--- config.mk ---
export PLATFORM = sky130hd
export DESIGN_NAME = wb_port_arbiter
export DESIGN_NICKNAME = d
export VERILOG_FILES = /design/src/rtl/wb_port_arbiter_pkg.sv /design/src/rtl/wb_result_fifo.sv /design/src/rtl/wb_port_arbiter.sv
export SDC_FILE = /design/constraint.sdc
export NUM_CORES = 1
export LEC_CHECK = 0
export BUFFER_PORTS_ARGS = -buffer_cell sky130_fd_sc_hd__buf_2
export CAP_MARGIN = 10
export CORE_AREA = 2 2 91 93
export DETAILED_ROUTE_END_ITERATION = 10
export DIE_AREA = 0 0 93 95
export PLACE_DENSITY = 0.84
export SKIP_LAST_GASP = 1
export SYNTH_ARGS = -nofsm -noshare
export SYNTH_HDL_FRONTEND = slang
export SYNTH_SLANG_ARGS = --single-unit
export TNS_END_PERCENT = 50
--- constraint.sdc ---
create_clock -name clk -period 8.8 [get_ports clk]
set_input_delay 0.88 -clock clk [delete_from_list [all_inputs] [get_ports clk]]
set_output_delay 0.88 -clock clk [all_outputs]
set_load 0.005 [all_outputs]
--- src/rtl/wb_port_arbiter_pkg.sv ---
// Shared types and constants for the register-file write-port arbiter.
//   XLEN        : datapath width
//   REG_ADDR_W  : register address width
//   wb_req_t    : one pending register-file write (destination + data)
//   rd_onehot() : one-hot decode of a destination register
package wb_port_arbiter_pkg;

  localparam int unsigned XLEN       = 32;
  localparam int unsigned REG_ADDR_W = 5;

  typedef struct packed {
    logic [REG_ADDR_W-1:0] rd;
    logic [XLEN-1:0]       data;
  } wb_req_t;

  function automatic logic [31:0] rd_onehot(input logic [REG_ADDR_W-1:0] rd);
    return 32'(1) << rd;
  endfunction

endpackage

--- src/rtl/wb_result_fifo.sv ---
// Circular FIFO buffering long-latency results until a write slot is free.
// Ports:
//   clk, rst     : clock, synchronous active-high reset (clears pointers/valids)
//   push         : write push_req at the tail (caller guarantees !full)
//   push_req     : entry to store
//   pop          : retire the head entry (caller guarantees !empty)
//   head         : oldest entry
//   full, empty  : occupancy flags from the registered count
//   count        : number of valid entries
//   entry_valid  : per-slot valid bit
//   entry_rd     : per-slot destination register (meaningful where valid)
module wb_result_fifo
  import wb_port_arbiter_pkg::*;
#(
  parameter int unsigned DEPTH = 2
) (
  input  logic                             clk,
  input  logic                             rst,
  input  logic                             push,
  input  wb_req_t                          push_req,
  input  logic                             pop,
  output wb_req_t                          head,
  output logic                             full,
  output logic                             empty,
  output logic [$clog2(DEPTH):0]           count,
  output logic [DEPTH-1:0]                 entry_valid,
  output logic [DEPTH-1:0][REG_ADDR_W-1:0] entry_rd
);

  localparam int unsigned PtrW = $clog2(DEPTH);

  wb_req_t         mem [DEPTH];
  logic [PtrW-1:0] wr_ptr;
  logic [PtrW-1:0] rd_ptr;

  always_ff @(posedge clk) begin
    if (rst) begin
      wr_ptr      <= '0;
      rd_ptr      <= '0;
      count       <= '0;
      entry_valid <= '0;
    end else begin
      if (push) begin
        entry_valid[wr_ptr] <= 1'b1;
        wr_ptr              <= wr_ptr + 1'b1;
      end
      if (pop) begin
        entry_valid[rd_ptr] <= 1'b0;
        rd_ptr              <= rd_ptr + 1'b1;
      end
      unique case ({push, pop})
        2'b10:   count <= count + 1'b1;
        2'b01:   count <= count - 1'b1;
        default: count <= count;
      endcase
    end
  end

  // Storage is not reset; validity is tracked by entry_valid and count.
  always_ff @(posedge clk) begin
    if (push) begin
      mem[wr_ptr] <= push_req;
    end
  end

  always_comb begin
    for (int i = 0; i < DEPTH; i++) begin
      entry_rd[i] = mem[i].rd;
    end
  end

  assign head  = mem[rd_ptr];
  assign full  = (count == ($clog2(DEPTH) + 1)'(DEPTH));
  assign empty = (count == '0);

endmodule

--- src/rtl/wb_port_arbiter.sv ---
// Arbitrates the single register-file write port between the in-order WB
// stage and buffered long-latency-unit (LU) results. LU results are written in
// idle WB slots; a head entry that waits STARVE_MAX cycles forces a one-cycle
// pipeline stall to drain it. pending_mask_out flags destinations still
// buffered so issue can detect hazards.
// Ports:
//   clk, rst                          : clock, synchronous active-high reset
//   wb_rd_in/wb_data_in/wb_wr_in      : WB stage write request
//   lu_valid_in/lu_rd_in/lu_data_in   : LU result offer
//   lu_ready_out                      : FIFO can accept an LU result
//   rf_wr_out/rf_rd_out/rf_data_out   : register-file write port
//   pipe_stall_out                    : freeze MEM/WB (WB request repeats next cycle)
//   pending_mask_out                  : bit i set if a buffered entry targets x<i>
module wb_port_arbiter
  import wb_port_arbiter_pkg::*;
#(
  parameter int unsigned XLEN       = 32,
  parameter int unsigned DEPTH      = 2,
  parameter int unsigned STARVE_MAX = 4
) (
  input  logic            clk,
  input  logic            rst,
  input  logic [4:0]      wb_rd_in,
  input  logic [XLEN-1:0] wb_data_in,
  input  logic            wb_wr_in,
  input  logic            lu_valid_in,
  input  logic [4:0]      lu_rd_in,
  input  logic [XLEN-1:0] lu_data_in,
  output logic            lu_ready_out,
  output logic            rf_wr_out,
  output logic [4:0]      rf_rd_out,
  output logic [XLEN-1:0] rf_data_out,
  output logic            pipe_stall_out,
  output logic [31:0]     pending_mask_out
);

  localparam int unsigned CntW = $clog2(STARVE_MAX + 1);

  wb_req_t                          head;
  wb_req_t                          push_req;
  logic                             full;
  logic                             empty;
  logic [$clog2(DEPTH):0]           count;
  logic [DEPTH-1:0]                 entry_valid;
  logic [DEPTH-1:0][REG_ADDR_W-1:0] entry_rd;
  logic                             push;
  logic                             pop;
  logic                             pipe_need;
  logic                             starved;
  logic                             grant_fifo;
  logic                             grant_wb;
  logic [CntW-1:0]                  wait_cnt;
  logic [31:0]                      mask;

  assign push_req = '{rd: lu_rd_in, data: lu_data_in};

  // rd==0 results are acknowledged but never stored: x0 is not writable.
  assign push = !rst && lu_valid_in && !full && (lu_rd_in != 5'd0);

  assign pipe_need  = wb_wr_in && (wb_rd_in != 5'd0);
  assign starved    = !empty && (wait_cnt >= CntW'(STARVE_MAX));
  assign grant_fifo = !rst && !empty && (starved || !pipe_need);
  assign grant_wb   = !rst && !starved && pipe_need;
  assign pop        = grant_fifo;

  wb_result_fifo #(
    .DEPTH(DEPTH)
  ) u_fifo (
    .clk        (clk),
    .rst        (rst),
    .push       (push),
    .push_req   (push_req),
    .pop        (pop),
    .head       (head),
    .full       (full),
    .empty      (empty),
    .count      (count),
    .entry_valid(entry_valid),
    .entry_rd   (entry_rd)
  );

  // Head age: restarts whenever the head changes or the FIFO is empty, so a
  // starved entry costs exactly one stall cycle.
  always_ff @(posedge clk) begin
    if (rst || pop || empty) begin
      wait_cnt <= '0;
    end else if (wait_cnt < CntW'(STARVE_MAX)) begin
      wait_cnt <= wait_cnt + 1'b1;
    end
  end

  always_comb begin
    mask = '0;
    for (int i = 0; i < DEPTH; i++) begin
      if (entry_valid[i]) begin
        mask = mask | rd_onehot(entry_rd[i]);
      end
    end
  end

  assign lu_ready_out     = !rst && !full;
  assign pipe_stall_out   = !rst && starved;
  assign pending_mask_out = rst ? 32'd0 : mask;
  assign rf_wr_out        = grant_fifo || grant_wb;
  assign rf_rd_out        = grant_wb ? wb_rd_in : head.rd;
  assign rf_data_out      = grant_wb ? wb_data_in : XLEN'(head.data);

  a_count_consistent : assert property (@(posedge clk) disable iff (rst)
    (32'(count) <= DEPTH) && (empty == (count == '0)));

endmodule
# Word-level counts from Yosys, hierarchy flattened
# Memories as Yosys holds them, arrays and structs flattened. A register that Yosys moved wholly into a read port is not among the register bits.
# Index checks and enable logic that the tools add are counted.
[totals] inputBits=78 mem_count=1 elab_cells=69 register_bits=9 output_inout_bits=72 ramBits=74
[classes] shift=2 bitwise=4 n_eq_ne=3 add_sub_neg=5 mux=17 reduce_logical=26 order_cmp=6
[memory_table] memory="u_fifo.mem" words=2 word_bits=37 rd=3 rd_ports_with_merged_regs=1 write_ports=1 line="wb_result_fifo.sv:32" rtl="wb_req_t mem [DEPTH];"
[op_table] operator="2-to-1 mux 32 bit" count=4
[op_table] operator="<< shifter 1 x 5 -> 32 bit, first input constant" count=2
[op_table] operator="OR 32 bit" count=1
[op_table] operator="logical AND 1 bit" count=13
[op_table] operator="nonzero test 5 bit" count=2
[op_table] operator="2-to-1 mux 1 bit" count=6
[op_table] operator="2-to-1 mux 2 bit" count=3
[op_table] operator="zero test 1 bit" count=5
[op_table] operator="2-to-1 mux 5 bit" count=1
[op_table] operator="== test 2 bit, second input constant" count=2
[op_table] operator="logical OR 1 bit" count=4
[op_table] operator="< comparator 1 x 2 -> 1 bit, second input constant" count=2
[op_table] operator="case mux 2 bit (2 select lines)" count=1
[op_table] operator="adder 3 x 1 -> 3 bit, second input constant" count=1
[op_table] operator="greater-or-equal comparator 3 bit, second input constant" count=1
[op_table] operator="< comparator 3 bit, second input constant" count=1
[op_table] operator="adder 1 bit, second input constant" count=2
[op_table] operator="adder 2 x 1 -> 2 bit, second input constant" count=1
[op_table] operator="bitwise AND 2 bit" count=1
[op_table] operator="demux 1 bit (select 1 bit)" count=2
[op_table] operator="== test 2 x 1 -> 1 bit, second input constant" count=1
[op_table] operator="greater-or-equal comparator 1 bit, second input constant" count=2
[op_table] operator="zero test 2 bit" count=1
[op_table] operator="inverter 2 bit" count=1
[op_table] operator="other kinds (3)" count=3

# Longest topological paths before layout
# Gate-level depths: netlist (run 1).
[logic_depth] ltp_word=9 mapped_depth=7 depth_no_buf=7

# Cells and area by module
# From an unflattened synthesis (run 1), not the netlist that was laid out.
[unflattened] cells_unflattened=332 area_unflattened_um2=4393.0
[by_module_without_submodules] module="wb_result_fifo" n_inst=1 seq_area_each_um2=2362.3 cells_each=154 area_each_um2=3016.6
[by_module_without_submodules] module="wb_port_arbiter" n_inst=1 seq_area_each_um2=60.1 cells_each=178 area_each_um2=1376.3

# Least setup slack after synthesis (run 1)
# Ideal clock, no wire load.
[synth_timing] path_type="in2reg" start="input port rst" end="memory u_fifo.mem[0][0] (netlist bit), enable pin" slack_ns=5.278 path_stages=4 arrival_time_ns=3.091 path_buffers=1 setup_time_ns=0.431 required_ns=8.369 path_cell_list="clkbuf_1 a21oi_1 nand3_1 nor2_1"
[synth_via] elab_chain_len=6
[synth_lines] item="start, declared" line="wb_port_arbiter.sv:22" rtl="input logic rst,"
[synth_lines] item="zero test 1 bit" line="wb_port_arbiter.sv:58" rtl="assign push = !rst && lu_valid_in && !full && (lu_rd_in != 5'd0);"
[synth_lines] item="logical AND 1 bit (3 in a row)" line="wb_port_arbiter.sv:58"
[synth_lines] item="2-to-1 mux 1 bit" line="wb_result_fifo.sv:61" rtl="if (push) begin"
[synth_lines] item="2-to-1 mux 1 bit (implied by the code)" line="wb_result_fifo.sv:62" rtl="mem[wr_ptr] <= push_req;"
[synth_lines] item="end, declared" line="wb_result_fifo.sv:32"
# No other way between the ends.

# Worst setup path in the final report (run 1)
[layout_timing] start="input port rst" end="output port rf_rd_out[3]"
[layout_via] elab_chain_len=4
[layout_lines] item="zero test 1 bit" line="wb_port_arbiter.sv:63" rtl="assign grant_wb = !rst && !starved && pipe_need;"
[layout_lines] item="logical AND 1 bit (2 in a row)" line="wb_port_arbiter.sv:63"
[layout_lines] item="2-to-1 mux 5 bit" line="wb_port_arbiter.sv:105" rtl="assign rf_rd_out = grant_wb ? wb_rd_in : head.rd;"
[layout_lines] item="end, declared" line="wb_port_arbiter.sv:31" rtl="output logic [4:0] rf_rd_out,"
# No other way between the ends.

==> impl_metrics.yaml, run 1 <==
place:
  dp_hpwl_um: 6660
  place_ws_ns: 5.08
  placed_area_um2: 4880
  numPlacedInstances: 600
  gp_congestion: 0.934
  portBuffers: 149
floorplanning:
  initial_core_util_pct: 52.0
  io_pins: 150
  row_count: 33
  core_region_area_um2: 7930
  die-area_um2: 8840
  fp.dieW_um: 93
  die_y_um: 95
clocking:
  max-clock-path-buffers: 2
  postCtsSetupBuffers: 0
  clk_pin_slew_worst_paths_ns: 0.09
  cts-resized-gates: 0
  cts_tree: "built"
  worst_skew_pair.late_latency_ns: 0.35
  ctsHtreeMaxLevel: 3
  numClockSinks: 84
  cts_buffers: 9
  cts_hold_buf: 0
  cts-root-buf: "clkbuf_8"
critical_path:
  cp-end-kind: "primary output"
  rr_startpoint: "u_fifo.count[0]"
  worstSetupPathType: "primary input to primary output"
  r2r_setup_slack_ns: 6.42
  cp_max_fo: 64
  setup.worst_path.start_class: "primary input"
  critPathLaunch: "rst"
  critPathArrivalTime_ns: 2.80
  max_stage_delay_ns: 0.65
  critPathSlowestCell: "a2111oi_4"
  path_cells: "buf_2 -> a2111oi_4 -> buf_4 -> nand2_1 -> o21ai_1 -> buf_2"
  required_ns: 7.92
  critPathMostFrequentCell: "buf_2"
logic_synthesis:
  avgSynthCellArea_um2: 11.2
  synthArstFlopShare_pct: 0
  syn-cell-area_um2: 4120
  synthFlopType: "edfxtp_1"
  postSynthCellCount: 369
  yosysUniqueCellTypes: 38
  synth_top_cell_by_area: "edfxtp_1"
  synth_top_area_share_pct: 53.9
  syn_nets: 449
  synth-edff-count: 74
  ys_seq_area_share_pct: 58.8
  synthTopCellsByArea: "edfxtp_1 54%, mux2i_1 9.2%, dfxtp_1 4.9%"
  synth-seq-cells: 84
  ys_warn_count: 0
hold_path:
  min_from: "u_fifo.rd_ptr"
  hp-class: "flip-flop to flip-flop"
outcome:
  outcome: "finished clean"
timing:
  maxSlewViolCount: 0
  hold_viol: 0
  period_share_pct: 41.8
  fmax_mhz: 272
  setup_ws_ns: 5.12
  skew_ns: 0.00967
  worst_pin_slew_ns: 1.16
  rsz0062_at_grt: "no"
  fin_crit_ns: 3.68
  slew_headroom_pct: 22.5
  setup_viol: 0
  finalHoldWorstSlack_ns: 0.508
  finalSetupTns_ns: 0
cells_and_area:
  drive_gt1_share_pct: 33.5
  final_area_um2: 5070
  final_util_pct: 63.9
  regArea_um2: 2420
  final_nets: 586
  area_growth_pct: 22.9
  multi_input_area_um2: 1550
  finalNonFillerCells: 617
  fill_cells: 671
global_route:
  overflow: 0
  track_usage_pct: 21.3
  use_met3_pct: 3.11
  grt_first_pass_wirelength_um: 14600
  grt_max_degree: 65
  use_met2_pct: 39.1
  grt_pass1_vias: 3193
  gr-usage-met1_pct: 24.3
  antenna_found_initial: 0
  grt_busiest_layer: "met2"
route:
  wire_per_inst_um: 14.9
  dr_total_vias: 3337
  postRouteAntennaNets: 0
  routed_wl_um: 9220
  avgViaCountPerCell: 5.41
  route.detailed.drc: 0
  firstDrtPassIters: 5
  drt_iter0_markers: 220
power_and_ir_drop:
  power_density_nw_per_um2: 169
  p_total_uw: 856
  p_leak_nw: 1.97
  peakVddDrop_mv: 0.122
flow_run:
  cap_violations: 0
==> kinds of logic after synthesis <==
kind of cell | Yosys count | share of synthesized area (%)
AND/OR/NAND/NOR | 132 | 14.1
flip-flops | 84 | 58.8
AO/OA/AOI/OAI | 81 | 12.9
multiplexers | 38 | 9.23
buffers and inverters | 29 | 3.76
XOR/XNOR | 3 | 0.637
adder cells (fa/ha/maj) | 2 | 0.607
==> cells in the final DEF (no fill, tap or decap), types with 2 or more instances in the layout <==
cell / count
o21ai_0: 30
or3_1: 2
edfxtp_1: 74
and2_1: 2
dfxtp_1: 9
nor2b_1: 6
a22oi_1: 19
xor2_1: 2
a21oi_1: 7
and3_1: 3
nor3b_1: 3
nor2_1: 51
inv_1: 4
buf_4: 2
clkbuf_8: 9
nor3_1: 8
mux2i_1: 38
a32oi_1: 10
clkinv_2: 2
nand2_1: 44
nand2b_1: 5
inv_6: 2
inv_8: 2
o21ai_1: 9
buf_2: 149
ha_1: 2
nand3_1: 3
==> routing by layer <==
| layer | up-vias | share of wire [%] |
|---|---|---|
| li1 | 1636 | - |
| met1 | 1513 | 40 |
| met2 | 163 | 51 |
| met3 | 25 | 6.7 |
| met4 | 0 | 2.3 |
| met5 | - | 0 |
==> synthesized netlist by cell type (all sizes together), types with 5 or more instances <==
| cell | instances |
|---|---|
| edfxtp | 74 |
| nor2 | 52 |
| nand2 | 44 |
| o21ai | 39 |
| mux2i | 38 |
| a22oi | 19 |
| clkbuf | 17 |
| a32oi | 10 |
| dfxtp | 10 |
| nor3 | 9 |
| buf | 8 |
| a21oi | 7 |
| nor2b | 6 |
| nand2b | 5 |
==> flip-flops by register name, indices dropped and copies added (netlist names), named ones only <==
register            flops
u_fifo.count            2
u_fifo.entry_valid      2
u_fifo.mem             74
u_fifo.rd_ptr           1
u_fifo.wr_ptr           1
wait_cnt                3
==> final cells by class <==
cell class              count  share of cell area (%)
diodes                      1                  0.0494
clock buffers               9                    2.44
clock inverters             7                    1.14
inverters                   4                   0.296
multi-input cells         256                    30.6
flip-flops and latches     84                    47.8
well taps                 105                    2.59
repair buffers            151                    15.0
==> final timing paths <==
kind                                end  cells past startpoint
setup / recovery           rf_rd_out[3]                      6
hold / removal    u_fifo.entry_valid[1]                      1
setup reg to reg      u_fifo.mem[0][30]                      4
hold reg to reg   u_fifo.entry_valid[1]                      1
==> critical path: cells and delay by family <==
kind                   cells  cell delay, ns
buffers and inverters      3            1.03
AND/OR/NAND/NOR            1            0.10
AO/OA/AOI/OAI              2            0.77
==> report_power, final <==
group / switching [mW] / total (mW) / internal (mW)
Clock: 0.145 / 0.252 / 0.107
Combinational: 0.0650 / 0.123 / 0.0584
Sequential: 0.0226 / 0.480 / 0.458
(Power assumes the default switching activity.)
==> run 2, diff against run 1 <==
Settings changed: CORE_AREA 2 2 91 93 to 2 2 94 96, DIE_AREA 0 0 93 95 to 0 0 96 98, PLACE_DENSITY 0.84 to 0.8.
Clock period 8.8 ns to 3.6 ns, I/O delays scaled along.
==> impl_metrics.yaml, run 2 (synthesis gave the netlist of run 1 again) <==
place:
  dp_hpwl_um: 7170
  portBuffers: 149
  place_ws_ns: 1.21
  placed_area_um2: 4910
  gp_congestion: 0.938
  numPlacedInstances: 606
timing:
  finalHoldWorstSlack_ns: 0.200
  setup_ws_ns: 0.990
  slew_headroom_pct: 30.7
  hold_viol: 0
  skew_ns: 0.00735
  fmax_mhz: 383
  finalSetupTns_ns: 0
  period_share_pct: 72.5
  worst_pin_slew_ns: 1.04
  maxSlewViolCount: 0
  fin_crit_ns: 2.61
  setup_viol: 0
  rsz0062_at_grt: "no"
floorplanning:
  die-area_um2: 9410
  die_y_um: 98
  io_pins: 150
  fp.dieW_um: 96
  row_count: 34
  initial_core_util_pct: 48.7
  core_region_area_um2: 8470
critical_path:
  required_ns: 3.24
  rr_startpoint: "u_fifo.count[0]"
  r2r_end: "u_fifo.mem[0][24]"
  critPathLaunch: "u_fifo.count[0]"
  cp-end-kind: "primary output"
  cp_max_fo: 76
  setup.worst_path.start_class: "flip-flop"
  reg2regPathDepth: 5
  worstSetupPathType: "flip-flop to primary output"
  r2r_setup_slack_ns: 1.57
  critPathArrivalTime_ns: 2.25
  endpoint: "rf_data_out[26]"
cells_and_area:
  n_antenna_cell: 0
  area_growth_pct: 23.7
  final_area_um2: 5100
  largest-register: "u_fifo.mem"
  most-common-layout-cells: "149 x buf_2, 74 x edfxtp_1, 51 x nor2_1"
  final_nets: 589
  finalNonFillerCells: 622
  reg.largest.list: "u_fifo.mem: 74 flops, wait_cnt: 3 flops"
  final_common_cell: "buf_2"
  largest_reg_flops: 74
  drive_gt1_share_pct: 33.7
  final_util_pct: 60.3
global_route:
  grt_first_pass_wirelength_um: 15000
  overflow: 0
  antenna_found_initial: 0
  track_usage_pct: 20.5
  grt_pass1_vias: 3239
  grt_max_degree: 77
clocking:
  postCtsSetupBuffers: 0
  numClockSinks: 84
  ctsHtreeMaxLevel: 3
  cts_tree: "built"
  worst_skew_pair.late_latency_ns: 0.34
  cts_hold_buf: 0
  cts_buffers: 9
  cts-resized-gates: 0
  cts-root-buf: "clkbuf_8"
  max-clock-path-buffers: 2
  clk_pin_slew_worst_paths_ns: 0.08
route:
  avgViaCountPerCell: 5.47
  dr_total_vias: 3403
  drt_iter0_markers: 254
  wire_per_inst_um: 15.7
  firstDrtPassIters: 5
  route.detailed.drc: 0
  postRouteAntennaNets: 0
  routed_wl_um: 9790
hold_path:
  hp-class: "primary input to flip-flop"
  min_from: "lu_data_in[14]"
power_and_ir_drop:
  power_density_nw_per_um2: 416
  peakVddDrop_mv: 0.277
  p_leak_nw: 1.99
  p_total_mw: 2.12
outcome:
  outcome: "finished clean"
flow_run:
  cap_violations: 0
==> run 2: cell types whose count changed in the layout (fill, tap and decap cells not counted), sizes merged <==
cell      previous run  this run
diode                1         0
bufinv               0         1
clkinvlp             1         2
buf                151       154
inv                  8         5
clkbuf               9        10
==> run 2: power breakdown <==
group          leakage [nW]  internal, mW  total, mW  switching, mW
combinational          1.14         0.146      0.312          0.166
clock                0.0927         0.321      0.641          0.320
sequential            0.761          1.12       1.17         0.0527
==> run 2: cell type report <==
type / count / area, µm²
Sequential cell: 84 / 2420
Multi-Input combinational cell: 256 / 1550
Clock buffer: 10 / 128
Timing Repair Buffer: 154 / 783
Inverter: 4 / 15.0
Clock inverter: 6 / 63.8
Tap cell: 108 / 135
Fill cell: 707 / 3360
==> run 2: metal layers <==
metal,vias up,global-route usage (%),wire (µm)
met5,-,0,0
met4,0,7.80,209
met3,27,4.17,910
met2,217,35.1,4800
met1,1523,25.2,3860
li1,1636,-,-
==> run 2: worst max-delay path: stages (launching register included) <==
cell and delay (ns):
dfxtp_1 0.36, o21a_1 0.22, a2111oi_4 0.33, buf_4 0.59, o21ai_0 0.23, buf_2 0.17
==> run 2: worst min path at each step <==
stage	depth (start not counted)	slack, ns	to
6_report	1	0.20	u_fifo.mem[1][14]
5_1_grt	1	0.19	u_fifo.mem[0][14]
3_5_place_dp	1	0.52	u_fifo.entry_valid[1]
3_3_place_gp	1	0.49	u_fifo.entry_valid[1]
4_1_cts	1	0.19	u_fifo.mem[1][21]
2_1_floorplan	0	0.46	u_fifo.mem[0][0]
==> run 3, diff against run 2 <==
Settings changed: CORE_AREA 2 2 94 96 to 2 2 99 101, DIE_AREA 0 0 96 98 to 0 0 101 103, PLACE_DENSITY 0.8 to 0.76.
Clock period 3.6 ns to 2.4 ns, I/O delays scaled along.
==> impl_metrics.yaml, run 3 (synthesis gave the netlist of run 1 again) <==
outcome:
  outcome: "finished clean"
route:
  route.detailed.drc: 0
  routed_wl_um: 9330
  avgViaCountPerCell: 5.31
  postRouteAntennaNets: 0
  drt_iter0_markers: 113
  firstDrtPassIters: 5
  dr_total_vias: 3327
  wire_per_inst_um: 14.9
timing:
  hold_viol: 0
  worst_pin_slew_ns: 0.690
  fmax_mhz: 441
  skew_ns: 0.00773
  setup_ws_ns: 0.134
  fin_crit_ns: 2.27
  period_share_pct: 94.4
  setup_viol: 0
  finalHoldWorstSlack_ns: 0.0700
  rsz0062_at_grt: "yes"
  slew_headroom_pct: 53.9
  maxSlewViolCount: 0
cells_and_area:
  regArea_um2: 2420
  final_nets: 589
  largest_reg_flops: 74
  reg.largest.list: "u_fifo.mem: 74 flops, wait_cnt: 3 flops"
  largest-register: "u_fifo.mem"
  n_antenna_cell: 0
  final_common_cell: "buf_2"
  fill_cells: 813
  multi_input_area_um2: 1560
  most-common-layout-cells: "149 x buf_2, 74 x edfxtp_1, 51 x nor2_1"
  drive_gt1_share_pct: 33.7
  area_growth_pct: 25.7
global_route:
  track_usage_pct: 18.2
  antenna_found_initial: 0
  grt_first_pass_wirelength_um: 14600
  overflow: 0
  grt_pass1_vias: 3126
  grt_max_degree: 77
clocking:
  ctsHtreeMaxLevel: 3
  cts_buffers: 9
  postCtsSetupBuffers: 0
  cts-root-buf: "clkbuf_8"
  max-clock-path-buffers: 2
  worst_skew_pair.late_latency_ns: 0.35
  clk_pin_slew_worst_paths_ns: 0.08
  numClockSinks: 84
  cts_tree: "built"
critical_path:
  cp_max_fo: 12
  setup.worst_path.start_class: "flip-flop"
  cp-end-kind: "primary output"
  critPathArrivalTime_ns: 2.03
  r2r_setup_slack_ns: 0.40
  required_ns: 2.16
  worstSetupPathType: "flip-flop to primary output"
  path_cells: "nor3b_1 -> nor2b_1 -> a32oi_1 -> nor2_1 -> buf_2"
  path_buf_inv: 1
  critPathSlowestCell: "edfxtp_1"
  max_stage_delay_ns: 0.56
  critical_path.top_delay_family: "simple AND/OR/NAND/NOR gates"
place:
  gp_congestion: 0.900
  dp_hpwl_um: 6650
  portBuffers: 149
  place_ws_ns: 0.292
floorplanning:
  fp.dieW_um: 101
  initial_core_util_pct: 43.6
  die_y_um: 103
  core_region_area_um2: 9460
  die-area_um2: 10400
  io_pins: 150
  row_count: 36
hold_path:
  hp-class: "primary input to flip-flop"
power_and_ir_drop:
  peakVddDrop_mv: 0.405
  power_density_nw_per_um2: 639
  p_leak_nw: 2.01
flow_run:
  cap_violations: 0
-- run 3: cell types whose count changed in the layout (fill, tap and decap cells not counted) --
cell        delta
clkinv_2       -2
buf_12         +4
nor2b_2        +1
bufinv_16      +1
clkbuf_1       -1
buf_4          -4
clkinvlp_4     -1
clkinv_4       +1
nor2b_1        -1
clkinv_1       +1
-- run 3: stage by stage --
step	util [%]	cell area [µm²]	std cells	total power, mW	setup TNS (ns)
floorplan	-	4130	369	2.04	0
global placement	52.5	4970	612	2.25	0
global route	54.8	5180	627	3.45	-0.0340
detailed placement	52.5	4970	612	2.27	0
finish	54.8	5180	627	3.31	0
CTS	54.8	5180	627	3.34	0
-- run 3: path summary, 6_finish.rpt --
check / start / to / cells past startpoint
hold reg to reg: u_fifo.rd_ptr / u_fifo.entry_valid[1] / 1
setup / recovery: u_fifo.mem[1][32] / pending_mask_out[20] / 5
setup reg to reg: u_fifo.count[0] / u_fifo.count[1] / 6
hold / removal: lu_data_in[22] / u_fifo.mem[0][22] / 1
-- run 3: final cells by class --
type | instances | share of cell area [%]
multi-input combinational | 256 | 30.0
clock buffer | 9 | 2.39
clock inverter | 6 | 1.71
timing repair buffer | 154 | 16.1
tap | 114 | 2.75
sequential | 84 | 46.8
inverter | 4 | 0.290
-- run 3: routing by layer --
layer  share of wire, %  routed length [µm]  track usage (%)  up-vias
met5                  0                   0                0        -
met4                1.5                 138             7.17        0
met3                8.1                 753             5.56       10
met2                 49                4530             31.0      161
met1                 42                3900             21.6     1517
li1                   -                   -                -     1639
-- run 3: repair_timing --
item                                    CTS  global route
endpoints found under the setup margin    0             3
hold buffers                              0             0
resized for setup                         0             1
endpoints found under the hold margin     0             0
-- run 3: report_power, final --
group / switching [mW] / internal [mW]
sequential: 0.0545 / 1.68
combinational: 0.271 / 0.230
clock: 0.497 / 0.582
total: 0.823 / 2.49
